[config.mk]
export PLATFORM = sky130hd
export DESIGN_NAME = rom16x4_rev_lookup
export DESIGN_NICKNAME = d
export VERILOG_FILES = /design/src/rtl/rom16x4_pkg.sv /design/src/rtl/rom16x4_table.sv /design/src/rtl/rom16x4_rev_lookup.sv
export SDC_FILE = /design/constraint.sdc
export NUM_CORES = 1
export LEC_CHECK = 0
export BUFFER_PORTS_ARGS = -buffer_cell sky130_fd_sc_hd__buf_2
export CORE_MARGIN = 8
export CORE_UTILIZATION = 49
export DETAILED_ROUTE_END_ITERATION = 6
export PLACE_DENSITY = 0.73
export SLEW_MARGIN = 20
export SYNTH_ARGS = -nofsm -noshare
export SYNTH_HDL_FRONTEND = slang
export SYNTH_SLANG_ARGS = --single-unit
[constraint.sdc]
create_clock -name clk -period 2.25 [get_ports clk]
set_input_delay 0.5625 -clock clk [delete_from_list [all_inputs] [get_ports clk]]
set_output_delay 0.5625 -clock clk [all_outputs]
set_load 0.05 [all_outputs]
[src/rtl/rom16x4_pkg.sv]
// Shared definitions for the 16x4 constant table and its reverse lookup.
// The optional MATCH_COUNT_EN build flag is consumed by rom16x4_rev_lookup.
package rom16x4_pkg;

    localparam int DEF_ADDR_W = 4;
    localparam int DEF_DATA_W = 4;

    // Entry 0 sits in the least significant nibble.
    localparam logic [63:0] ROM_DATA = 64'h6AE8_D31F_0C17_A92C;

    typedef enum logic {
        IDLE = 1'b0,
        SCAN = 1'b1
    } state_t;

    function automatic logic [DEF_DATA_W-1:0] rom_entry(input logic [DEF_ADDR_W-1:0] idx);
        return ROM_DATA[{idx, 2'b00} +: DEF_DATA_W];
    endfunction

endpackage

[src/rtl/rom16x4_table.sv]
// Combinational index-to-data view of the shared 16x4 constant table,
// usable by both the forward and the reverse lookup.
module rom16x4_table
    import rom16x4_pkg::*;
#(
    parameter int ADDR_W = DEF_ADDR_W,
    parameter int DATA_W = DEF_DATA_W
) (
    input  logic [ADDR_W-1:0] index,
    output logic [DATA_W-1:0] data
);

    always_comb begin
        data = rom_entry(index);
    end

endmodule

[src/rtl/rom16x4_rev_lookup.sv]
// Reverse lookup: scans the 16x4 table one entry per clock for a value.
// Define MATCH_COUNT_EN for a full 16-entry scan plus a match_count output.
module rom16x4_rev_lookup
    import rom16x4_pkg::*;
#(
    parameter int ADDR_W = DEF_ADDR_W,
    parameter int DATA_W = DEF_DATA_W
) (
    input  logic              clk,
    input  logic              rst_n,
    input  logic              start,
    input  logic [DATA_W-1:0] value,
    output logic              busy,
    output logic              done,
    output logic              found,
    output logic [ADDR_W-1:0] address
`ifdef MATCH_COUNT_EN
    ,
    output logic [ADDR_W:0]   match_count
`endif
);

    localparam logic [ADDR_W-1:0] LAST_INDEX = '1;

    state_t            state_q, state_d;
    logic [ADDR_W-1:0] index_q, index_d;
    logic [DATA_W-1:0] value_q, value_d;
    logic              busy_q, busy_d;
    logic              done_q, done_d;
    logic              found_q, found_d;
    logic [ADDR_W-1:0] address_q, address_d;
    logic [DATA_W-1:0] entry;
    logic              hit;

`ifdef MATCH_COUNT_EN
    logic              hit_seen_q, hit_seen_d;
    logic [ADDR_W-1:0] hit_addr_q, hit_addr_d;
    logic [ADDR_W:0]   count_q, count_d;
`endif

    rom16x4_table #(
        .ADDR_W(ADDR_W),
        .DATA_W(DATA_W)
    ) u_table (
        .index(index_q),
        .data (entry)
    );

    assign hit = (entry == value_q);

    always_comb begin
        state_d   = state_q;
        index_d   = index_q;
        value_d   = value_q;
        busy_d    = busy_q;
        done_d    = 1'b0;
        found_d   = found_q;
        address_d = address_q;
`ifdef MATCH_COUNT_EN
        hit_seen_d = hit_seen_q;
        hit_addr_d = hit_addr_q;
        count_d    = count_q;
`endif
        case (state_q)
            IDLE: begin
                if (start) begin
                    state_d = SCAN;
                    index_d = '0;
                    value_d = value;
                    busy_d  = 1'b1;
`ifdef MATCH_COUNT_EN
                    hit_seen_d = 1'b0;
                    hit_addr_d = '0;
                    count_d    = '0;
`endif
                end
            end
            SCAN: begin
`ifdef MATCH_COUNT_EN
                count_d = count_q + (ADDR_W+1)'(hit);
                if (hit && !hit_seen_q) begin
                    hit_seen_d = 1'b1;
                    hit_addr_d = index_q;
                end
                if (index_q == LAST_INDEX) begin
                    state_d   = IDLE;
                    busy_d    = 1'b0;
                    done_d    = 1'b1;
                    found_d   = hit_seen_d;
                    address_d = hit_seen_d ? hit_addr_d : '0;
                end else begin
                    index_d = index_q + ADDR_W'(1);
                end
`else
                if (hit || index_q == LAST_INDEX) begin
                    state_d   = IDLE;
                    busy_d    = 1'b0;
                    done_d    = 1'b1;
                    found_d   = hit;
                    address_d = hit ? index_q : '0;
                end else begin
                    index_d = index_q + ADDR_W'(1);
                end
`endif
            end
            default: state_d = IDLE;
        endcase
    end

    always_ff @(posedge clk) begin
        if (!rst_n) begin
            state_q   <= IDLE;
            index_q   <= '0;
            value_q   <= '0;
            busy_q    <= 1'b0;
            done_q    <= 1'b0;
            found_q   <= 1'b0;
            address_q <= '0;
`ifdef MATCH_COUNT_EN
            hit_seen_q <= 1'b0;
            hit_addr_q <= '0;
            count_q    <= '0;
`endif
        end else begin
            state_q   <= state_d;
            index_q   <= index_d;
            value_q   <= value_d;
            busy_q    <= busy_d;
            done_q    <= done_d;
            found_q   <= found_d;
            address_q <= address_d;
`ifdef MATCH_COUNT_EN
            hit_seen_q <= hit_seen_d;
            hit_addr_q <= hit_addr_d;
            count_q    <= count_d;
`endif
        end
    end

    assign busy    = busy_q;
    assign done    = done_q;
    assign found   = found_q;
    assign address = address_q;
`ifdef MATCH_COUNT_EN
    assign match_count = count_q;
`endif

endmodule

==> reports/results.ini, run 1 <==
[timing]
period_share_pct=100.5
post-route-worst-setup-slack_ps=-10.34
tightest_slew_ps=524.4
setup_viol=2
grt_setup_unrepaired=true
timing.final.max_slew_violations=0
maxSlewHeadroom_pct=64.97
highest_clock_rate_ghz=0.4424
fin_setup_tns_ps=-10.96
period_minus_slack_ps=2260
count_of_endpoints_failing_hold_in_the_final_timing_report=0
clock_skew_ps=3.112

[cells_and_area]
stdcell_area_mm2=0.001261
commonest_non_fill_non_tap_cell_in_the_layout=sky130_fd_sc_hd__dfxtp_1
area_delta_synth_final_pct=32.28
final_nets=142
leading_cell_types_in_the_layout_fill_and_taps_excluded=sky130_fd_sc_hd__dfxtp_1, sky130_fd_sc_hd__buf_2, sky130_fd_sc_hd__buf_4
multiInputGateArea_um2=608.1
fin_util_pct=66.32
nFillCells=143
area.sequential_um2=327.8
number_of_diodes_added_for_antenna_fixing=0
layout.cells.non_filler=155
final_layout_size_suffix_gt1_share_pct=43.75

[die]
core_area_mm2=0.001902
initial_utilization_pct=50.13
full_die_area_mm2=0.003613
fp-row-count=16
pin_count=14
die_width_um=60.11
die_height_um=60.11

[clocking]
ctsHoldBuffers=0
h-tree-depth=1
clk_pin_slew_ps=80
clock_latency_ps=280
cts-buffers-inserted=3
cts.path.max_buffers=2
tritoncts=done
cts.sinks=16
root_buffer=sky130_fd_sc_hd__clkbuf_4

[worst_setup_path]
setup.worst_path.start_class=register
critical_path_data_required_time_ps=2440
critical_path.max_stage_delay_ps=490
setup.worst_path.end_class=register
most_common_cell_on_crit_path=sky130_fd_sc_hd__buf_6
crit_chain=inv_4, ha_4, mux4_2, xnor2_2, nor4_4, buf_6, buf_6, a21oi_2, o32ai_2
worst-endpoint-arrival_ps=2450
path_class=register to register
timing.critical_path.fanout_max=8
crit_path_top_delay_cell=sky130_fd_sc_hd__mux4_2

[logic_synthesis]
synth_async_sr_flop_share_pct=0
synth.avg_cell_area_um2=9.440
synth_seq_cells=16
synth.net_count=113
netlist_area_um2=953.4
syn-instance-count=101
synth-warning-count=0
synthFlopType=sky130_fd_sc_hd__dfxtp_1
ys_seq_area_share_pct=33.60
synth-edff-count=0
yosys.cell_types.count=38

[detailed_routing]
wl_per_cell_um=13.84
route.detailed.vias_per_inst=5.265
drt_iter0_drc=24
post_detailed_route_drc_marker_count=0
drtAntennaViolNets=0
num_vias=816
totalWireLength_um=2145
first_pass_iters=4

[pwr]
switching_share_pct=29.69
leakagePower_nw=0.5136
seqPwrFrac_pct=48.5
power.density_cell_area_mw_per_mm2=503.9
post-layout-total-power_mw=0.6355
vdd_ir_drop_max_mv=0.3604
clock_power_share_pct=23.3
comb_power_share_pct=28.3
switch_pwr_mw=0.1887
cellInternalPower_mw=0.4468

[global_routing]
groute.usage.overall_pct=13.47
antenna_found_initial=0
grt.overflow.total=0
largest_net_degree_at_the_start_of_global_routing=15
wire_length_of_the_first_global_routing_pass_um=3739
grt_pass1_vias=832

[placed_design]
place_inst=146
dp_hpwl_um=1629
placed_cell_area_mm2=0.001137
globalplace.congestion=0.8546
place.port_buffers=13

[flow_run]
max-cap-violations=0

[outcome]
outcome=complete, but fails checks
violations=setup timing

[min_path]
hold_path_class=register to register

repair_timing:
item,4_1_cts,5_1_grt
buffers inserted,4,2
gates resized for setup,9,5
endpoints found under the setup margin,10,11
gates cloned,0,0
pin swaps,2,10
logic make-up after synthesis:
kind of cell / after synthesis / synth area share, %
and+or+nand+nor: 27 / 17.59
buffers and inverters: 19 / 8.924
adders and majority gates: 5 / 6.562
DFF: 16 / 33.60
xor gates and xnor gates: 4 / 3.675
AOI/OAI and AO/OA: 23 / 19.16
muxes: 7 / 10.50
final timing paths:
check,startpoint,end,slack (ps),cells after the start
max reg2reg,index_q[1],index_q[1],-10,9
min reg2reg,found,found,490,2
max,index_q[1],index_q[1],-10,9
min,found,found,490,2
cell usage after synthesis, types with 2 or more instances:
master	instances	area share, %
sky130_fd_sc_hd__a21oi_1	6	3.1
sky130_fd_sc_hd__clkbuf_1	3	1.2
sky130_fd_sc_hd__nand4_1	2	1.3
sky130_fd_sc_hd__o21ai_0	3	1.6
sky130_fd_sc_hd__a211o_1	4	3.7
sky130_fd_sc_hd__nor2_1	6	2.4
sky130_fd_sc_hd__and2_1	2	1.3
sky130_fd_sc_hd__a221oi_2	2	3.1
sky130_fd_sc_hd__mux2i_1	4	4.2
sky130_fd_sc_hd__mux4_2	2	4.7
sky130_fd_sc_hd__dfxtp_1	16	34
sky130_fd_sc_hd__inv_1	11	4.3
sky130_fd_sc_hd__xnor2_1	3	2.8
sky130_fd_sc_hd__ha_1	5	6.6
sky130_fd_sc_hd__nand3_1	6	3.1
sky130_fd_sc_hd__nand2_1	3	1.2
sky130_fd_sc_hd__buf_2	2	1.0
metrics by stage:
stage | worst slack, ps | hold slack, ps
CTS | -25.37 | 491.5
global route | -115.2 | 514.8
finish | -10.34 | 485.0
global placement | -37.20 | 462.8
floorplan | 2.855 | 480.7
detailed placement | -102.6 | 479.2
state kept, by name (all words and copies together), names as in the netlist:
signal,count
found,1
index_q,4
state_q,1
value_q,4
address,4
done,1
busy,1
layer usage:
metal | routed length (um) | GRT usage (%) | vias to the layer above
met1 | 996 | 16.71 | 384
met5 | 0 | 0 | -
li1 | - | - | 413
met2 | 1076 | 22.10 | 19
met4 | 0 | 1.020 | 0
met3 | 73 | 5.161 | 0
power by group through the flow:
stage | sequential [mW] | combinational [mW] | clock (mW)
5_1_grt | 0.310 | 0.194 | 0.170
2_1_floorplan | 0.322 | 0.102 | 0
3_3_place_gp | 0.314 | 0.149 | 0
6_report | 0.308 | 0.180 | 0.148
3_5_place_dp | 0.314 | 0.155 | 0
4_1_cts | 0.308 | 0.173 | 0.152
area by class of cell:
type	instances	area share, %
clock buffer	3	1.786
inverter	12	3.968
multi-input combinational	66	48.21
sequential	16	25.99
tap	27	2.679
timing repair buffer	31	17.36
critical path: cells and delay by family, from the launching register on:
kind	cells	cell delay (ps)
muxes	1	490
DFF	1	380
buffers and inverters	3	330
AOI/OAI and AO/OA	2	290
and+or+nand+nor	1	270
adders and majority gates	1	240
xor gates and xnor gates	1	180
Note: power is estimated with default switching activity, not from simulation.
==> run 2: changes to the inputs <==
--- a/config.mk
+++ b/config.mk
@@ -5,7 +5,7 @@
 export SDC_FILE = /design/constraint.sdc
 export NUM_CORES = 1
 export LEC_CHECK = 0
-export BUFFER_PORTS_ARGS = -buffer_cell sky130_fd_sc_hd__buf_2
+export BUFFER_PORTS_ARGS = -buffer_cell sky130_fd_sc_hd__buf_4
 export CORE_MARGIN = 8
 export CORE_UTILIZATION = 49
 export DETAILED_ROUTE_END_ITERATION = 6
==> run 2 against run 1 <==
Compared with the run above: the run still ends with setup timing left; combinational power increased by 3%; die area unchanged; sequential power about the same; first-iteration DRC count down 21%; total power increased by 0.24%; critical path type unchanged; critical endpoint is now index_q[2].
==> reports/results.ini, run 2 (same netlist as run 1, synthesis figures left out) <==
[outcome]
outcome=complete, but fails checks
violations=setup timing

[timing]
period_minus_slack_ps=2275  ; +14.43 ps
timing.final.max_slew_violations=0  ; unchanged
setup_viol=2  ; unchanged
count_of_endpoints_failing_hold_in_the_final_timing_report=0  ; unchanged
clock_skew_ps=4.503  ; +1.391 ps
maxSlewHeadroom_pct=62.55  ; -2.4 points
tightest_slew_ps=560.7  ; +36.22 ps
post-route-worst-setup-slack_ps=-24.78  ; -14.43 ps
highest_clock_rate_ghz=0.4396  ; -0.63%
grt_setup_unrepaired=true
period_share_pct=101.1  ; +0.64 points
holdWs_ps=471.7  ; -13.36 ps

[cells_and_area]
fin_util_pct=68.09  ; +1.8 points
area_delta_synth_final_pct=35.83
nFillCells=157  ; +9.8%
commonest_non_fill_non_tap_cell_in_the_layout=sky130_fd_sc_hd__buf_4
final_layout_size_suffix_gt1_share_pct=44.53  ; +0.78 points
multiInputGateArea_um2=613.1  ; +0.82%
area.sequential_um2=327.8  ; unchanged
leading_cell_types_in_the_layout_fill_and_taps_excluded=sky130_fd_sc_hd__buf_4, sky130_fd_sc_hd__dfxtp_1, sky130_fd_sc_hd__inv_1
number_of_diodes_added_for_antenna_fixing=0  ; unchanged
stdcell_area_mm2=0.001295  ; +2.7%
final_nets=142  ; unchanged

[pwr]
leakagePower_nw=0.5179  ; +0.84%
power.density_cell_area_mw_per_mm2=491.9  ; -2.4%
vdd_ir_drop_max_mv=0.5332  ; +48%

[clocking]
root_buffer=sky130_fd_sc_hd__clkbuf_4
clock_latency_ps=280  ; about the same
clk_pin_slew_ps=80  ; about the same
tritoncts=done
h-tree-depth=1  ; unchanged
cts-buffers-inserted=3  ; unchanged
cts.sinks=16  ; unchanged
ctsHoldBuffers=0  ; unchanged
cts.path.max_buffers=2  ; unchanged

[detailed_routing]
first_pass_iters=4  ; unchanged
met1_length_um=959  ; -3.7%
drtAntennaViolNets=0  ; unchanged
post_detailed_route_drc_marker_count=0  ; unchanged
met2_length_um=1216  ; +13%
num_vias=839  ; +2.8%
route.detailed.vias_per_inst=5.413  ; +2.8%
wl_per_cell_um=14.88  ; +7.5%
totalWireLength_um=2306  ; +7.5%
highest-signal-layer=met4
met3RoutedLength_um=108  ; +48%
drt_iter0_drc=19  ; -21%

[placed_design]
place.port_buffers=13  ; unchanged
dp_hpwl_um=1684  ; +3.4%
globalplace.congestion=0.8504  ; -0.49%
placed_cell_area_mm2=0.001162  ; +2.2%
dpl_worst_slack_ps=-80.12  ; +22.46 ps

[worst_setup_path]
path_class=register to register
timing.rr.end=index_q[2]
crit_path_start=index_q[0]
worst-endpoint-arrival_ps=2480  ; +30 ps
critical_path_data_required_time_ps=2460  ; +20 ps
setup.worst_path.end=index_q[2]
critical_path.reg2reg.startpoint=index_q[0]
setup.worst_path.end_class=register
setup.worst_path.start_class=register
rrSetupSlack_ps=-20  ; about the same
timing.critical_path.fanout_max=4  ; -4
worstRegToRegCells=9  ; unchanged

[global_routing]
groute.usage.overall_pct=13.58  ; +0.11 points
grt_pass1_vias=831  ; -0.12%
wire_length_of_the_first_global_routing_pass_um=3801  ; +1.7%
largest_net_degree_at_the_start_of_global_routing=15  ; unchanged
grt.overflow.total=0  ; unchanged
antenna_found_initial=0  ; unchanged

[die]
fp-row-count=16  ; unchanged
initial_utilization_pct=50.13  ; unchanged
die_width_um=60.11  ; unchanged
core_area_mm2=0.001902  ; unchanged
full_die_area_mm2=0.003613  ; unchanged
die_height_um=60.11  ; unchanged
pin_count=14  ; unchanged

[flow_run]
max-cap-violations=0  ; unchanged

[min_path]
hold_path_class=register to register
worst_hold_startpoint=found

==> run 2: cell count changes in the layout (fill, tap and decap cells not counted) <==
cell                       delta
sky130_fd_sc_hd__o31ai_2      +1
sky130_fd_sc_hd__buf_6        -1
sky130_fd_sc_hd__or3_4        -1
sky130_fd_sc_hd__a211oi_2     +1
sky130_fd_sc_hd__o21ai_1      +1
sky130_fd_sc_hd__buf_2       -13
sky130_fd_sc_hd__or3_1        +1
sky130_fd_sc_hd__o21ai_0      -1
sky130_fd_sc_hd__buf_4       +14
sky130_fd_sc_hd__a211oi_1     -1
sky130_fd_sc_hd__o31ai_1      -1
==> run 2: worst min-delay path by stage <==
stage | slack, ps | cells past startpoint | to
6_report | 470 | 2 | found
5_1_grt | 520 | 2 | state_q
4_1_cts | 480 | 2 | found
3_5_place_dp | 470 | 2 | found
3_3_place_gp | 460 | 2 | found
2_1_floorplan | 480 | 2 | value_q[0]
==> run 2: final cells by class <==
class | count | area share [%]
flip-flops and latches | 16 | 25.31
well taps | 27 | 2.609
inverters | 12 | 3.865
multi-input cells | 66 | 47.34
repair buffers | 31 | 19.13
clock buffers | 3 | 1.739
==> run 2: layer usage <==
| layer | up-vias | GRT usage [%] |
|---|---|---|
| met5 | - | 0 |
| met3 | 2 | 4.301 |
| met2 | 17 | 24.24 |
| met1 | 404 | 15.28 |
| li1 | 416 | - |
| met4 | 0 | 2.381 |
==> run 2: power by group <==
group | switching, mW | internal, mW
Sequential | 0.0155 | 0.295
Combinational | 0.0911 | 0.0943
Clock | 0.0792 | 0.0620
==> run 2: worst max-delay path: stages (launching register included) <==
cell                      delay, ps
sky130_fd_sc_hd__dfxtp_4        370
sky130_fd_sc_hd__inv_4           50
sky130_fd_sc_hd__buf_4          140
sky130_fd_sc_hd__ha_1           200
sky130_fd_sc_hd__mux4_2         500
sky130_fd_sc_hd__xnor2_2        190
sky130_fd_sc_hd__nor4_4          70
sky130_fd_sc_hd__buf_4          160
sky130_fd_sc_hd__or4_1          390
sky130_fd_sc_hd__a31oi_1        130
==> run 2: timing repair <==
action,CTS,global route
pin swaps,12,5
endpoints found under the setup margin,6,11
gates resized for setup,11,4
buffers inserted,5,2
==> run 2: per-stage QoR <==
stage | instances | total power, mW | setup TNS (ps)
finish | 155 | 0.6370 | -39.87
global route | 155 | 0.6740 | -711.7
CTS | 153 | 0.6340 | -233.1
detailed placement | 145 | 0.4701 | -148.5
global placement | 145 | 0.4647 | -36.38
floorplan | 101 | 0.4234 | 0
==> run 3: changes to the inputs <==
--- a/config.mk
+++ b/config.mk
@@ -14,3 +14,4 @@
 export SYNTH_ARGS = -nofsm -noshare
 export SYNTH_HDL_FRONTEND = slang
 export SYNTH_SLANG_ARGS = --single-unit
+export TNS_END_PERCENT = 20
==> run 3 against run 2 <==
Compared with the run above: the flow still finishes with violations (setup timing); sequential power about the same; critical path depth down 1; total power down 1.4%; via count down 1.9%; worst setup slack worse by 13 ps.
==> reports/results.ini, run 3 (same netlist as run 1, synthesis figures left out) <==
[outcome]
outcome=complete, but fails checks
violations=setup timing

[cells_and_area]
nFillCells=165  ; +5.1%
final_layout_size_suffix_gt1_share_pct=41.27  ; -3.3 points
stdcell_area_mm2=0.001265  ; -2.3%
area_delta_synth_final_pct=32.68
fin_util_pct=66.51  ; -1.6 points
final_nets=140  ; -1.4%
layout.cells.non_filler=153  ; -1.3%
number_of_diodes_added_for_antenna_fixing=0  ; unchanged
commonest_non_fill_non_tap_cell_in_the_layout=sky130_fd_sc_hd__buf_4
leading_cell_types_in_the_layout_fill_and_taps_excluded=sky130_fd_sc_hd__buf_4, sky130_fd_sc_hd__dfxtp_1, sky130_fd_sc_hd__inv_1

[die]
die_height_um=60.11  ; unchanged
full_die_area_mm2=0.003613  ; unchanged
die_width_um=60.11  ; unchanged
fp-row-count=16  ; unchanged
core_area_mm2=0.001902  ; unchanged
initial_utilization_pct=50.13  ; unchanged
pin_count=14  ; unchanged

[global_routing]
largest_net_degree_at_the_start_of_global_routing=15  ; unchanged
grt.overflow.total=0  ; unchanged
grt_pass1_vias=834  ; +0.36%
groute.usage.overall_pct=13.58  ; unchanged
wire_length_of_the_first_global_routing_pass_um=3795  ; -0.16%
antenna_found_initial=0  ; unchanged

[detailed_routing]
totalWireLength_um=2217  ; -3.9%
wl_per_cell_um=14.49  ; -2.6%
drtAntennaViolNets=0  ; unchanged
first_pass_iters=4  ; unchanged
drt_iter0_drc=23  ; +4
num_vias=823  ; -1.9%
post_detailed_route_drc_marker_count=0  ; unchanged
route.detailed.vias_per_inst=5.379  ; -0.62%

[timing]
setup_viol=7  ; +5
maxSlewHeadroom_pct=62.62  ; +0.074 points
post-route-worst-setup-slack_ps=-37.76  ; -12.99 ps
grt_setup_unrepaired=true
count_of_endpoints_failing_hold_in_the_final_timing_report=0  ; unchanged
timing.final.max_slew_violations=0  ; unchanged
highest_clock_rate_ghz=0.4371  ; -0.57%
clock_skew_ps=4.736  ; +0.2328 ps
period_minus_slack_ps=2288  ; +12.99 ps
period_share_pct=101.7  ; +0.58 points
tightest_slew_ps=559.6  ; -1.107 ps

[worst_setup_path]
critical_path.max_stage_delay_ps=490  ; about the same
critical_path_data_required_time_ps=2440  ; -20 ps
setup.worst_path.end_class=register
timing.critical_path.fanout_max=7  ; +3
crit_chain=inv_4, ha_4, mux4_2, xnor2_2, nor4_4, buf_6, a21oi_2, o32ai_2
critical_path.reg2reg.startpoint=index_q[1]
path_class=register to register
worst-endpoint-arrival_ps=2470  ; about the same
rrSetupSlack_ps=-40  ; about the same
crit_path_top_delay_cell=sky130_fd_sc_hd__mux4_2
worstRegToRegCells=8  ; -1
setup.worst_path.start_class=register
timing.rr.end=index_q[1]

[pwr]
post-layout-total-power_mw=0.6283  ; -1.4%
power.density_cell_area_mw_per_mm2=496.7  ; +0.97%
leakagePower_nw=0.5068  ; -2.1%
vdd_ir_drop_max_mv=0.5318  ; -0.26%

[placed_design]
dp_hpwl_um=1684  ; unchanged
place.port_buffers=13  ; unchanged
placed_cell_area_mm2=0.001162  ; unchanged
globalplace.congestion=0.8504  ; unchanged
place_inst=145  ; unchanged

[clocking]
cts.sinks=16  ; unchanged
tritoncts=done
h-tree-depth=1  ; unchanged
clock_latency_ps=280  ; about the same
cts.path.max_buffers=2  ; unchanged
root_buffer=sky130_fd_sc_hd__clkbuf_4
clk_pin_slew_ps=80  ; about the same
cts-buffers-inserted=3  ; unchanged
ctsHoldBuffers=0  ; unchanged

[min_path]
hold_path_class=register to register
hold-path-endpoint=found
worst_hold_startpoint=found
cell_count_of_the_worst_hold_path=2  ; unchanged

[flow_run]
max-cap-violations=0  ; unchanged

[run 3: power breakdown]
part | internal [mW] | switching, mW
sequential | 0.295 | 0.0151
clock | 0.0620 | 0.0789
combinational | 0.0896 | 0.0878
[run 3: layer usage]
| metal | routed length (um) | vias up | part of all wire, % | track usage (%) |
|---|---|---|---|---|
| li1 | - | 410 | - | - |
| met1 | 915 | 391 | 41 | 15.28 |
| met2 | 1175 | 20 | 53 | 24.24 |
| met3 | 106 | 2 | 4.8 | 4.301 |
| met4 | 20 | 0 | 0.90 | 2.381 |
| met5 | 0 | - | 0 | 0 |
[run 3: layout make-up]
cell class	count	area [um2]	share of cell area, %
Clock buffer	3	22.52	1.780
Inverter	12	50.05	3.956
Multi-Input combinational cell	66	600.6	47.48
Sequential cell	16	325.3	25.72
Tap cell	27	33.78	2.671
Timing Repair Buffer	29	232.7	18.40
[run 3: how the worst max path moves through the flow]
stage,from,endpoint,slack [ps]
5_1_grt,index_q[0],index_q[1],-160
6_report,index_q[1],index_q[1],-40
4_1_cts,index_q[1],index_q[1],-40
2_1_floorplan,index_q[0],busy,3
3_5_place_dp,index_q[1],busy,-80
3_3_place_gp,index_q[1],busy,-40
[run 3: what timing repair did]
action                     in CTS  in global routing
gates resized for setup        11                  0
buffers inserted                5                  0
setup endpoints to repair       6                 11
pin swaps                      12                  0
[run 3: critical path: cells and delay by family (launching register included)]
kind	cells	cell delay (ps)
muxes	1	490
and+or+nand+nor	1	410
DFF	1	390
AOI/OAI and AO/OA	2	260
buffers and inverters	2	240
adders and majority gates	1	230
xor gates and xnor gates	1	170
[run 3: metrics by stage]
| stage | TNS (ps) | hold WS [ps] | setup slack [ps] |
|---|---|---|---|
| floorplan | 0 | 480.7 | 2.855 |
| global placement | -36.38 | 464.9 | -36.38 |
| detailed placement | -148.5 | 469.3 | -80.12 |
| CTS | -233.1 | 481.4 | -43.98 |
| global route | -1343 | 520.4 | -162.0 |
| finish | -186.1 | 472.0 | -37.76 |
